===== src/rtl/freq_status_monitor.sv =====
// freq_status_monitor: classifies a once-per-second frequency measurement
// against a nominal value and tolerance, and tracks lock status.
//
// SEC_I starts a C_SAMPLE_DLY-cycle delay. When the delay expires,
// FREQ_HZ_I is captured into FREQ_HZ_O and EVAL_VALID_O pulses.
// The following edge updates the state, the streak counters, the sticky
// alarm and the optional min/max trackers.
//
// Optional feature macro: FREQ_STATUS_MONITOR_MINMAX_EN builds the
// FREQ_MIN_O/FREQ_MAX_O trackers. When the macro is undefined, both
// outputs are tied to 0.
//
// Ports:
//   SYS_CLK_I       clock
//   SYS_RSTN_I      async active-low reset (release synchronised inside)
//   SEC_I           one-cycle one-second pulse
//   FREQ_HZ_I       measured frequency
//   EXPECT_HZ_I     nominal frequency
//   TOL_HZ_I        allowed absolute deviation
//   STICKY_CLR_I    clears the sticky alarm and the min/max trackers
//   EVAL_VALID_O    one-cycle pulse per evaluation
//   STATE_O         0 INIT, 1 LOCKED, 2 UNLOCKED, 3 LOST
//   FREQ_OK_O       state is LOCKED
//   CLK_LOST_O      state is LOST
//   ALARM_STICKY_O  latched fault flag
//   FREQ_HZ_O       last sampled frequency
//   FREQ_MIN_O      smallest non-zero sample since the last clear
//   FREQ_MAX_O      largest non-zero sample since the last clear
module freq_status_monitor #(
  parameter int unsigned C_CNT_BW     = 32,
  parameter int unsigned C_SAMPLE_DLY = 8,
  parameter int unsigned C_GOOD_CNT   = 3,
  parameter int unsigned C_BAD_CNT    = 2
) (
  input  logic                SYS_CLK_I,
  input  logic                SYS_RSTN_I,
  input  logic                SEC_I,
  input  logic [C_CNT_BW-1:0] FREQ_HZ_I,
  input  logic [C_CNT_BW-1:0] EXPECT_HZ_I,
  input  logic [C_CNT_BW-1:0] TOL_HZ_I,
  input  logic                STICKY_CLR_I,
  output logic                EVAL_VALID_O,
  output logic [1:0]          STATE_O,
  output logic                FREQ_OK_O,
  output logic                CLK_LOST_O,
  output logic                ALARM_STICKY_O,
  output logic [C_CNT_BW-1:0] FREQ_HZ_O,
  output logic [C_CNT_BW-1:0] FREQ_MIN_O,
  output logic [C_CNT_BW-1:0] FREQ_MAX_O
);

  localparam int unsigned EXT_W  = C_CNT_BW + 1;
  localparam int unsigned DLY_W  = 8;
  localparam int unsigned STRK_W = 4;

  typedef enum logic [1:0] {
    ST_INIT     = 2'd0,
    ST_LOCKED   = 2'd1,
    ST_UNLOCKED = 2'd2,
    ST_LOST     = 2'd3
  } state_e;

  // Reset: assert asynchronously, release after two clock edges.
  logic rst_meta_q;
  logic rst_sync_q;

  always_ff @(posedge SYS_CLK_I or negedge SYS_RSTN_I) begin
    if (!SYS_RSTN_I) begin
      rst_meta_q <= 1'b0;
      rst_sync_q <= 1'b0;
    end else begin
      rst_meta_q <= 1'b1;
      rst_sync_q <= rst_meta_q;
    end
  end

  // Sample delay. A count of 0 means idle, and a new SEC_I reloads the count.
  logic [DLY_W-1:0] dly_q;
  logic [DLY_W-1:0] dly_d;
  logic             fire_c;

  always_comb begin
    dly_d  = dly_q;
    fire_c = 1'b0;
    if (SEC_I) begin
      dly_d = DLY_W'(C_SAMPLE_DLY - 1);
      if (C_SAMPLE_DLY == 1) begin
        fire_c = 1'b1;
      end
    end else if (dly_q != '0) begin
      dly_d = dly_q - DLY_W'(1);
      if (dly_q == DLY_W'(1)) begin
        fire_c = 1'b1;
      end
    end
  end

  logic                eval_q;
  logic [C_CNT_BW-1:0] freq_q;

  always_ff @(posedge SYS_CLK_I or negedge rst_sync_q) begin
    if (!rst_sync_q) begin
      dly_q  <= '0;
      eval_q <= 1'b0;
      freq_q <= '0;
    end else begin
      dly_q  <= dly_d;
      eval_q <= fire_c;
      if (fire_c) begin
        freq_q <= FREQ_HZ_I;
      end
    end
  end

  // Classify the captured sample. The extra bit keeps the comparisons free of wrap-around.
  logic [EXT_W-1:0] freq_x;
  logic [EXT_W-1:0] exp_x;
  logic [EXT_W-1:0] tol_x;
  logic [EXT_W-1:0] dev_x;
  logic             absent_c;
  logic             in_range_c;

  always_comb begin
    freq_x     = EXT_W'(freq_q);
    exp_x      = EXT_W'(EXPECT_HZ_I);
    tol_x      = EXT_W'(TOL_HZ_I);
    dev_x      = (freq_x >= exp_x) ? (freq_x - exp_x) : (exp_x - freq_x);
    absent_c   = (freq_q == '0);
    // A tolerance at or above nominal accepts every present clock.
    in_range_c = !absent_c && ((tol_x >= exp_x) || (dev_x <= tol_x));
  end

  // Streak counters saturate at 15.
  logic [STRK_W-1:0] good_q;
  logic [STRK_W-1:0] bad_q;
  logic [STRK_W-1:0] good_inc;
  logic [STRK_W-1:0] bad_inc;

  always_comb begin
    good_inc = (good_q == '1) ? good_q : (good_q + STRK_W'(1));
    bad_inc  = (bad_q  == '1) ? bad_q  : (bad_q  + STRK_W'(1));
  end

  // Lock state machine with registered flags and the sticky alarm.
  state_e state_q;
  logic   ok_q;
  logic   lost_q;
  logic   alarm_q;

  always_ff @(posedge SYS_CLK_I or negedge rst_sync_q) begin
    if (!rst_sync_q) begin
      state_q <= ST_INIT;
      good_q  <= '0;
      bad_q   <= '0;
      ok_q    <= 1'b0;
      lost_q  <= 1'b0;
      alarm_q <= 1'b0;
    end else begin
      // A clear is applied first so that a set in the same cycle overrides it.
      if (STICKY_CLR_I) begin
        alarm_q <= 1'b0;
      end
      if (eval_q) begin
        if (absent_c) begin
          state_q <= ST_LOST;
          ok_q    <= 1'b0;
          lost_q  <= 1'b1;
          good_q  <= '0;
          bad_q   <= '0;
          if (state_q != ST_LOST) begin
            alarm_q <= 1'b1;
          end
        end else if (in_range_c) begin
          bad_q  <= '0;
          good_q <= good_inc;
          if ((state_q != ST_LOCKED) && (good_inc >= STRK_W'(C_GOOD_CNT))) begin
            state_q <= ST_LOCKED;
            ok_q    <= 1'b1;
            lost_q  <= 1'b0;
          end
        end else begin
          good_q <= '0;
          bad_q  <= bad_inc;
          case (state_q)
            ST_LOST: begin
              state_q <= ST_UNLOCKED;
              ok_q    <= 1'b0;
              lost_q  <= 1'b0;
            end
            ST_INIT, ST_LOCKED: begin
              if (bad_inc >= STRK_W'(C_BAD_CNT)) begin
                state_q <= ST_UNLOCKED;
                ok_q    <= 1'b0;
                lost_q  <= 1'b0;
                if (state_q == ST_LOCKED) begin
                  alarm_q <= 1'b1;
                end
              end
            end
            default: begin
            end
          endcase
        end
      end
    end
  end

`ifdef FREQ_STATUS_MONITOR_MINMAX_EN
  // Min/max of the non-zero samples. A clear that coincides with a sample
  // starts the new window from that sample.
  logic [C_CNT_BW-1:0] min_q;
  logic [C_CNT_BW-1:0] max_q;

  always_ff @(posedge SYS_CLK_I or negedge rst_sync_q) begin
    if (!rst_sync_q) begin
      min_q <= '1;
      max_q <= '0;
    end else if (STICKY_CLR_I) begin
      if (eval_q && !absent_c) begin
        min_q <= freq_q;
        max_q <= freq_q;
      end else begin
        min_q <= '1;
        max_q <= '0;
      end
    end else if (eval_q && !absent_c) begin
      if (freq_q < min_q) begin
        min_q <= freq_q;
      end
      if (freq_q > max_q) begin
        max_q <= freq_q;
      end
    end
  end

  assign FREQ_MIN_O = min_q;
  assign FREQ_MAX_O = max_q;
`else
  assign FREQ_MIN_O = '0;
  assign FREQ_MAX_O = '0;
`endif

  assign EVAL_VALID_O   = eval_q;
  assign STATE_O        = state_q;
  assign FREQ_OK_O      = ok_q;
  assign CLK_LOST_O     = lost_q;
  assign ALARM_STICKY_O = alarm_q;
  assign FREQ_HZ_O      = freq_q;

endmodule


===== config.mk =====
export PLATFORM = sky130hd
export DESIGN_NAME = freq_status_monitor
export DESIGN_NICKNAME = d
export VERILOG_FILES = /design/src/rtl/freq_status_monitor.sv
export SDC_FILE = /design/constraint.sdc
export NUM_CORES = 1
export LEC_CHECK = 0
export ABC_AREA = 1
export BUFFER_PORTS_ARGS = -buffer_cell sky130_fd_sc_hd__buf_2
export CELL_PAD_IN_SITES_DETAIL_PLACEMENT = 1
export CELL_PAD_IN_SITES_GLOBAL_PLACEMENT = 1
export CORE_ASPECT_RATIO = 0.9
export CORE_UTILIZATION = 36
export CTS_BUF_LIST = sky130_fd_sc_hd__clkbuf_8
export DETAILED_ROUTE_END_ITERATION = 16
export GPL_TIMING_DRIVEN = 0
export PLACE_DENSITY_LB_ADDON = 0.05
export SYNTH_ARGS = -nofsm -noshare
export SYNTH_HDL_FRONTEND = slang
export SYNTH_SLANG_ARGS = --single-unit

===== constraint.sdc =====
create_clock -name SYS_CLK_I -period 1.6 [get_ports SYS_CLK_I]
set_input_delay 0.32 -clock SYS_CLK_I [delete_from_list [all_inputs] [get_ports SYS_CLK_I]]
set_output_delay 0.32 -clock SYS_CLK_I [all_outputs]
set_load 0.1 [all_outputs]

==> results.yml, run 1 <==
route:
  vias: 9051
  drtIter0Drc: 443
  avgRoutedWirePerCell_um: 17.87
  routed_via_density: 5.014
  drc_errors: 0
  drtPass1Iterations: 5
  wl_mm: 32.25
  ant_nets: 0
sta:
  grt_setup_unrepaired: "yes"
  tns_ns: -40.99
  worstMarginPinSlew_ns: 0.8916
  fmax_ghz: 0.2141
  setup_slack_ns: -3.071
  drv_slew: 0
  final_hold_viol_count: 0
  fin_crit_sh_pct: 291.9
  fin_crit_ns: 4.671
  finClkSkew_ns: 0.01534
  relSlewSlack_pct: 40.11
  finalSetupViolations: 43
floorplanning:
  start_util_pct: 36.75
  core_um2: 22510
  die_height_um: 145.8
  row_count: 52
  die_area_um2: 23590
  io_pins: 202
  die_x_um: 161.8
clocking:
  cts.htree.levels: 2
  cts_sinks: 56
  root_buffer: "clkbuf_8"
  clk_latency_ns: 0.36
  path_clk_slew_ns: 0.14
  cts_tree: "done"
  numCtsBuffers: 5
  cts_buffer_depth: 2
yosys:
  synth.distinct_cells: 53
  yosys.area.top_type_share_pct: 20.27
  synth_top_area_cell: "ha_1"
  synthArstFlopShare_pct: 100.0
  yosys_warnings: 0
  yosys-top-cells-area: "ha_1 (20%), dfrtp_1 (17%), nand2_1 (10%), inv_1 (9.6%), a21oi_1 (8.0%)"
  ys.flop_type: "dfrtp_1"
  synth-seq-cells: 56
  syn_inst: 1227
  synth_edf_count: 0
  synth_area_um2: 8273
  avgSynthCellArea_um2: 6.742
  synth_sequential_area_ratio_pct: 16.94
final_layout:
  diodes: 0
  register_area_um2: 1445
  nFillCells: 2919
  drive_gt1_share_pct: 35.74
  fin_nets: 1743
  multi_input_area_um2: 6770
  syn2layout_area_growth_pct: 40.84
  fin_util_pct: 51.76
run:
  max_cap_violations: 0
global_routing:
  track_usage_pct: 26.80
  antenna_found_initial: 0
  overflow: 0
  grt_first_pass_wirelength_mm: 49.33
  grt_pass1_vias: 9341
  grt_max_degree: 55
worst_setup_path:
  rrSetupSlack_ns: -3.07
  worst-endpoint-arrival_ns: 4.92
  endpoint_kind: "flip-flop"
  cpLargestDelayFamily: "simple AND/OR/NAND/NOR gates"
  cpPeakStageDelay_ns: 0.48
  crit_buf_inv: 2
  crit_slowest_cell: "dfrtp_2"
  worstPathRequired_ns: 1.85
  crit_path_frequent_cell: "nand2_1"
  cp_max_fo: 5
  cp-start-kind: "flip-flop"
  crit_type: "reg2reg"
place:
  portBuffers: 137
  pre_cts_ws_ns: -3.567
  hpwl_mm: 25.80
  place_congestion: 0.9327
power_and_ir_drop:
  p_leak_nw: 6.012
  irDropWorstVdd_mv: 0.7514
  power_density_nw_per_um2: 1522
  power_mw: 17.73
status:
  violations: "setup timing"
  outcome: "finished, violations left"
worst_hold_path:
  hp-class: "in2reg"
## where the power goes
part	total (mW)	internal [mW]	switching, mW
registers	2.23	1.78	0.450
clock network	0.992	0.326	0.665
logic	14.5	4.97	9.54
## through the flow
stage                     area [µm²]  instances  hold slack (ns)
after floorplan                 9024       1290          0.02441
after global placement         10080       1724           0.1068
after detailed placement       10080       1724           0.1148
after CTS                      11140       1787           0.1477
after global routing           11650       1805           0.1679
final                          11650       1805           0.1523
## Yosys cell counts (3+ instances only)
master and number:
o21ai_2 4, o21bai_1 8, nor2_4 3, inv_1 212, nor2_1 71, ha_1 134, o211ai_1 4, clkbuf_1 7
a21o_1 7, mux2i_1 3, o2111ai_1 3, inv_2 7, xor2_1 15, nor3_1 9, a31oi_1 13, o21ai_1 15
dfrtp_1 56, o21ai_0 104, nor4_1 11, nand3_1 27, nor2_2 5, buf_4 67, a21oi_1 133, nand2_2 7
buf_6 3, xnor2_1 19, a211oi_1 4, nand2_1 221, nand4_1 15, buf_2 4, o21a_1 6
## kinds of logic after synthesis
logic type                 Yosys count  share of synthesized area, %
adders and majority gates          136                         20.75
DFF                                 56                         16.94
xor gates and xnor gates            34                         3.600
other                                2                       0.09078
AOI/OAI and AO/OA                  312                         20.89
buffers and inverters              301                         17.03
muxes                                3                        0.3630
and+or+nand+nor                    383                         20.34
## worst paths after layout
check,to,from,cells past startpoint
setup / recovery,CLK_LOST_O$_DFFE_PN0P_,FREQ_HZ_O[4]$_DFFE_PN0P_,34
hold / removal,FREQ_HZ_O[1]$_DFFE_PN0P_,FREQ_HZ_I[1],3
setup reg to reg,CLK_LOST_O$_DFFE_PN0P_,FREQ_HZ_O[4]$_DFFE_PN0P_,34
hold reg to reg,rst_sync_q$_DFF_PN0_,rst_meta_q$_DFF_PN0_,0
max in group asynchronous,FREQ_HZ_O[6]$_DFFE_PN0P_,rst_sync_q$_DFF_PN0_,0
min in group asynchronous,rst_sync_q$_DFF_PN0_,SYS_RSTN_I,2
## routing by layer
layer	global-route usage [%]	vias to the layer above	share of wire, %
li1	-	4476	-
met3	4.617	32	5.7
met1	37.37	4301	48
met5	0	-	0
met2	42.79	242	45
met4	6.132	0	1.9
## tightest hold or removal path, delay by kind of cell
family                 cells  cell delay (ns)
buffers and inverters      1             0.08
AOI/OAI and AO/OA          1             0.04
and+or+nand+nor            1             0.05
## state kept, by name, summed over array words and instances, names as in the netlist
register and count:
FREQ_HZ_O 32, ALARM_STICKY_O 1, bad_q 4, rst_meta_q 1
EVAL_VALID_O 1, STATE_O 2, good_q 4, dly_q 8
CLK_LOST_O 1, rst_sync_q 1, FREQ_OK_O 1
## area by class of cell
class / instances / area share, %
clock inverters: 3 / 0.2363
flip-flops and latches: 56 / 12.40
multi-input cells: 933 / 58.11
plain buffers: 80 / 6.046
inverters: 219 / 7.120
repair buffers: 212 / 12.31
well taps: 297 / 3.189
clock buffers: 5 / 0.5906
## what timing repair did
action | CTS | global route
gates cloned | 2 | 3
buffers inserted | 53 | 16
hold endpoints to repair | 2 | 0
resized for setup | 146 | 104
setup endpoints to repair | 67 | 46
pin swaps | 26 | 28
hold buffers | 1 | 0
## placed cells by master, fill, tap and decap left out, drive strengths merged, types with 13 or more instances in the layout
master    n
nand4    15
ha      134
nand3    29
dfrtp    56
inv     220
a21oi   134
o21ai   123
nor2     80
xor2     15
clkbuf   14
buf     282
xnor2    19
conb     65
a31oi    13
nand2   230
No activity file was read; power rests on OpenSTA's default activity.
==> run 2, diff against run 1 <==
--- a/config.mk
+++ b/config.mk
@@ -14,7 +14,7 @@
 export CTS_BUF_LIST = sky130_fd_sc_hd__clkbuf_8
 export DETAILED_ROUTE_END_ITERATION = 16
 export GPL_TIMING_DRIVEN = 0
-export PLACE_DENSITY_LB_ADDON = 0.05
+export PLACE_DENSITY = 0.81
 export SYNTH_ARGS = -nofsm -noshare
 export SYNTH_HDL_FRONTEND = slang
 export SYNTH_SLANG_ARGS = --single-unit
==> results.yml, run 2 (synthesis results as in run 1) <==
route:
  avgRoutedWirePerCell_um: 19.30
  drtIter0Drc: 633
  drtPass1Iterations: 5
  met1Wirelength_mm: 16.09
  top_layer: "met4"
  vias: 9459
  ant_nets: 0
  met2_length_mm: 16.78
  wl_met3_mm: 1.483
  routed_via_density: 5.189
  wl_mm: 35.19
  drc_errors: 0
sta:
  relSlewSlack_pct: 39.41
  tns_ns: -39.25
  grt_setup_unrepaired: "yes"
  fin_crit_ns: 4.632
  setup_slack_ns: -3.032
  fin_crit_sh_pct: 289.5
  final_hold_viol_count: 0
  drv_slew: 0
  fmax_ghz: 0.2159
  worstMarginPinSlew_ns: 0.9013
  whs_ns: 0.1609
  finClkSkew_ns: 0.01749
  finalSetupViolations: 24
clocking:
  cts_tree: "done"
  clk_latency_ns: 0.36
  cts_sinks: 56
  path_clk_slew_ns: 0.14
  cts.htree.levels: 2
  numCtsBuffers: 5
  root_buffer: "clkbuf_8"
  cts_buffer_depth: 2
global_routing:
  overflow: 0
  track_usage_pct: 28.17
  grt_max_degree: 55
  antenna_found_initial: 0
  grt_first_pass_wirelength_mm: 51.80
  grt_pass1_vias: 9557
worst_setup_path:
  worst-endpoint-arrival_ns: 4.94
  reg2reg_from: "FREQ_HZ_O[0]$_DFFE_PN0P_"
  reg2reg_depth: 33
  worstPathRequired_ns: 1.91
  cp_max_fo: 4
  crit_slowest_cell: "dfrtp_2"
  cp-start-kind: "flip-flop"
  crit_path_frequent_cell: "nand2_1"
  r2r-end: "STATE_O[0]$_DFFE_PN0P_"
  cpPeakStageDelay_ns: 0.44
  endpoint_kind: "flip-flop"
  rrSetupSlack_ns: -3.03
  crit_type: "reg2reg"
place:
  pre_cts_ws_ns: -3.538
  hpwl_mm: 26.38
  dpl_cell_area_um2: 10080
  portBuffers: 137
  place_congestion: 0.9352
final_layout:
  fin_area_um2: 12000
  register_area_um2: 1445
  final_common_cell: "inv_1"
  layout_common_cells: "inv_1 (207), nand2_1 (165), buf_4 (159), buf_2 (113), a21oi_1 (112)"
  diodes: 0
  multi_input_area_um2: 6920
  drive_gt1_share_pct: 37.22
  nFillCells: 2917
  fin_nets: 1761
  syn2layout_area_growth_pct: 44.99
  largest_register_ffs: 32
power_and_ir_drop:
  power_density_nw_per_um2: 1579
  power_mw: 18.94
  p_leak_nw: 6.187
  irDropWorstVdd_mv: 0.9038
status:
  outcome: "finished, violations left"
  violations: "setup timing"
worst_hold_path:
  hp-class: "in2reg"
  worst_hold_startpoint: "FREQ_HZ_I[4]"
  min_to: "FREQ_HZ_O[4]$_DFFE_PN0P_"
  hold_depth: 3
floorplanning:
  start_util_pct: 36.75
  die_x_um: 161.8
  core_um2: 22510
  die_area_um2: 23590
  die_height_um: 145.8
  io_pins: 202
  row_count: 52
run:
  max_cap_violations: 0
run 2: changes by cell type in the layout (fill, tap and decap cells not counted), moves of 4 or more:
cell     change
nand2_2      -6
nand2_4      +8
a21oi_4      +6
nor2_1       -5
buf_4        +9
nor2_2       +4
a21oi_1      -5
o21ai_2      -5
o21ai_1      +6
run 2: metal layers:
| layer | vias to the layer above | global-route usage, % |
|---|---|---|
| li1 | 4505 | - |
| met1 | 4631 | 38.55 |
| met2 | 271 | 48.18 |
| met3 | 52 | 2.166 |
| met4 | 0 | 5.849 |
| met5 | - | 0 |
run 2: repair_timing:
| action | CTS | global route |
|---|---|---|
| hold endpoints to repair | 2 | 0 |
| pin swaps | 42 | 66 |
| gates resized for setup | 141 | 156 |
| hold buffers | 1 | 0 |
| endpoints found under the setup margin | 89 | 52 |
| setup buffers | 59 | 31 |
| gates cloned | 2 | 3 |
run 2: critical path: cells and delay by family, from the launching register on:
kind                       cells  cell delay, ns
and+or+nand+nor               20            1.73
AOI/OAI and AO/OA              5            0.90
buffers and inverters          4            0.41
adders and majority gates      3            0.89
DFF                            1            0.44
xor gates and xnor gates       1            0.18
run 2: area by class of cell:
| cell class | count | area share (%) |
|---|---|---|
| buffer | 77 | 5.580 |
| clock buffer | 5 | 0.5737 |
| clock inverter | 3 | 0.1878 |
| inverter | 219 | 6.916 |
| multi-input combinational | 933 | 57.69 |
| sequential | 56 | 12.05 |
| tap | 297 | 3.098 |
| timing repair buffer | 233 | 13.90 |
run 2: how the worst max path moves through the flow:
| stage | slack, ns | startpoint | endpoint | cells after the start |
|---|---|---|---|---|
| floorplan | -2.43 | FREQ_HZ_O[3]$_DFFE_PN0P_ | STATE_O[1]$_DFFE_PN0P_ | 37 |
| global placement | -3.50 | EXPECT_HZ_I[18] | good_q[2]$_DFFE_PN0P_ | 37 |
| detailed placement | -3.54 | EXPECT_HZ_I[12] | good_q[2]$_DFFE_PN0P_ | 37 |
| CTS | -3.01 | FREQ_HZ_O[11]$_DFFE_PN0P_ | ALARM_STICKY_O$_DFF_PN0_ | 35 |
| global route | -3.29 | FREQ_HZ_O[0]$_DFFE_PN0P_ | STATE_O[1]$_DFFE_PN0P_ | 32 |
| finish | -3.03 | FREQ_HZ_O[0]$_DFFE_PN0P_ | STATE_O[0]$_DFFE_PN0P_ | 33 |
run 2: report_power, final:
group	switching, mW	internal, mW
Combinational	10.1	5.61
Clock	0.651	0.319
Sequential	0.435	1.78
run 2: metrics by stage:
stage / utilization, % / std cells
2_1_floorplan: - / 1290
3_3_place_gp: 44.78 / 1724
3_5_place_dp: 44.78 / 1724
4_1_cts: 49.57 / 1792
5_1_grt: 53.28 / 1823
6_report: 53.28 / 1823
==> run 3, diff against run 2 <==
--- a/config.mk
+++ b/config.mk
@@ -10,11 +10,11 @@
 export CELL_PAD_IN_SITES_DETAIL_PLACEMENT = 1
 export CELL_PAD_IN_SITES_GLOBAL_PLACEMENT = 1
 export CORE_ASPECT_RATIO = 0.9
-export CORE_UTILIZATION = 36
+export CORE_UTILIZATION = 43
 export CTS_BUF_LIST = sky130_fd_sc_hd__clkbuf_8
 export DETAILED_ROUTE_END_ITERATION = 16
-export GPL_TIMING_DRIVEN = 0
-export PLACE_DENSITY = 0.81
+export GPL_TIMING_DRIVEN = 1
+export PLACE_DENSITY = 0.9
 export SYNTH_ARGS = -nofsm -noshare
 export SYNTH_HDL_FRONTEND = slang
 export SYNTH_SLANG_ARGS = --single-unit
==> constraint.sdc (replaced) <==
create_clock -name SYS_CLK_I -period 5.5 [get_ports SYS_CLK_I]
set_input_delay 1.1 -clock SYS_CLK_I [delete_from_list [all_inputs] [get_ports SYS_CLK_I]]
set_output_delay 1.1 -clock SYS_CLK_I [all_outputs]
set_load 0.1 [all_outputs]
==> results.yml, run 3 (synthesis results as in run 1) <==
route:
  drtIter0Drc: 534
  ant_nets: 0
  avgRoutedWirePerCell_um: 18.31
  wl_mm: 31.27
  routed_via_density: 5.324
  drc_errors: 0
  drtPass1Iterations: 5
  vias: 9093
sta:
  tns_ns: 0
  finalSetupViolations: 0
  fin_crit_ns: 5.269
  fin_crit_sh_pct: 95.80
  relSlewSlack_pct: 29.92
  final_hold_viol_count: 0
  setup_slack_ns: 0.2311
  fmax_ghz: 0.1898
  worstMarginPinSlew_ns: 1.050
  drv_slew: 0
  finClkSkew_ns: 0.01078
floorplanning:
  die_height_um: 133.6
  die_x_um: 148.2
  row_count: 47
  die_area_um2: 19800
  io_pins: 202
  core_um2: 18640
  start_util_pct: 44.38
final_layout:
  final_common_cell: "nand2_1"
  largest_register_ffs: 32
  fin_nets: 1698
  diodes: 0
  stdcell_count: 1708
  fin_area_um2: 10130
  layout_common_cells: "nand2_1 (214), inv_1 (212), buf_2 (137), a21oi_1 (121), ha_1 (117)"
  drive_gt1_share_pct: 23.58
  syn2layout_area_growth_pct: 22.49
clocking:
  path_clk_slew_ns: 0.12
  hold_buffers: 0
  root_buffer: "clkbuf_8"
  numCtsBuffers: 5
  cts_buffer_depth: 2
  cts_tree: "done"
  clk_latency_ns: 0.35
  cts_sinks: 56
  cts.htree.levels: 2
place:
  place_congestion: 0.9492
  post-place-cells: 1694
  pre_cts_ws_ns: -0.2343
  dpl_cell_area_um2: 9697
  portBuffers: 137
  hpwl_mm: 26.43
power_and_ir_drop:
  combPwrFrac_pct: 81.2
  p_leak_nw: 5.465
  netSwitchingFraction_pct: 60.92
  power.switching_mw: 2.944
  irDropWorstVdd_mv: 0.2177
  p_clk_share_pct: 5.6
  p_int_mw: 1.889
  pwr-share-seq_pct: 13.3
  power_mw: 4.832
  power_density_nw_per_um2: 476.9
global_routing:
  grt_first_pass_wirelength_mm: 48.29
  grt_pass1_vias: 9441
  overflow: 0
  antenna_found_initial: 0
  grt_max_degree: 66
  track_usage_pct: 31.10
worst_setup_path:
  cpPeakStageDelay_ns: 0.40
  endpoint_kind: "flip-flop"
  cp-start-kind: "input port"
  crit_path_frequent_cell: "nand2_1"
  worstPathRequired_ns: 5.71
  crit_type: "in2reg"
  cp_max_fo: 12
  worst-endpoint-arrival_ns: 5.48
  crit_slowest_cell: "ha_2"
run:
  max_cap_violations: 0
worst_hold_path:
  hp-class: "reg2reg"
status:
  outcome: "finished clean"
## run 3: power groups by stage
stage                     sequential [mW]  combinational (mW)  clock [mW]
final                               0.641                3.92       0.269
after detailed placement            0.639                3.68           0
after CTS                           0.630                3.70       0.273
after floorplan                      1.14                2.04           0
after global routing                0.655                4.23       0.281
after global placement              0.632                3.53           0
## run 3: cell type report
cell class	instances	area, µm²
fillers	2545	8508
multi-input cells	933	5992
repair buffers	247	1519
flip-flops and latches	56	1403
inverters	219	824.5
well taps	245	306.5
clock buffers	5	68.82
clock inverters	3	20.02
## run 3: path summary, 6_finish.rpt
path                            slack [ns]  depth (start not counted)                      from                        to
worst max register to register        0.65                         35  FREQ_HZ_O[8]$_DFFE_PN0P_     good_q[3]$_DFFE_PN0P_
worst min register to register        0.38                          0      rst_meta_q$_DFF_PN0_      rst_sync_q$_DFF_PN0_
max in group asynchronous             4.55                          1      rst_sync_q$_DFF_PN0_  FREQ_HZ_O[7]$_DFFE_PN0P_
worst max-delay path                  0.23                         37            EXPECT_HZ_I[7]     good_q[3]$_DFFE_PN0P_
worst min-delay path                  0.38                          0      rst_meta_q$_DFF_PN0_      rst_sync_q$_DFF_PN0_
min in group asynchronous             0.43                          1      rst_sync_q$_DFF_PN0_      dly_q[6]$_DFFE_PN0P_
## run 3: metal layers
metal | global-route usage (%) | vias up | routed length [µm]
li1 | - | 4363 | -
met2 | 52.79 | 278 | 14880
met3 | 3.733 | 40 | 1668
met1 | 41.02 | 4412 | 14050
met4 | 9.393 | 0 | 676
met5 | 0 | - | 0
## run 3: repair_timing
item | 4_1_cts | 5_1_grt
endpoints found under the hold margin | 0 | 0
gates resized for setup | 0 | 71
endpoints found under the setup margin | 0 | 13
buffers inserted | 0 | 6
## run 3: worst max-delay path: cells and delay by family
kind | cells | cell delay [ns]
adder cells (fa/ha/maj) | 2 | 0.67
AO/OA/AOI/OAI | 5 | 0.64
buffers and inverters | 6 | 0.63
AND/OR/NAND/NOR | 23 | 2.23
XOR/XNOR | 1 | 0.19
## run 3: through the flow
step,utilization [%],hold WS (ns)
3_3_place_gp,52.02,0.3367
2_1_floorplan,-,0.3312
5_1_grt,54.36,0.3903
4_1_cts,52.49,0.3742
3_5_place_dp,52.02,0.3458
6_report,54.36,0.3766
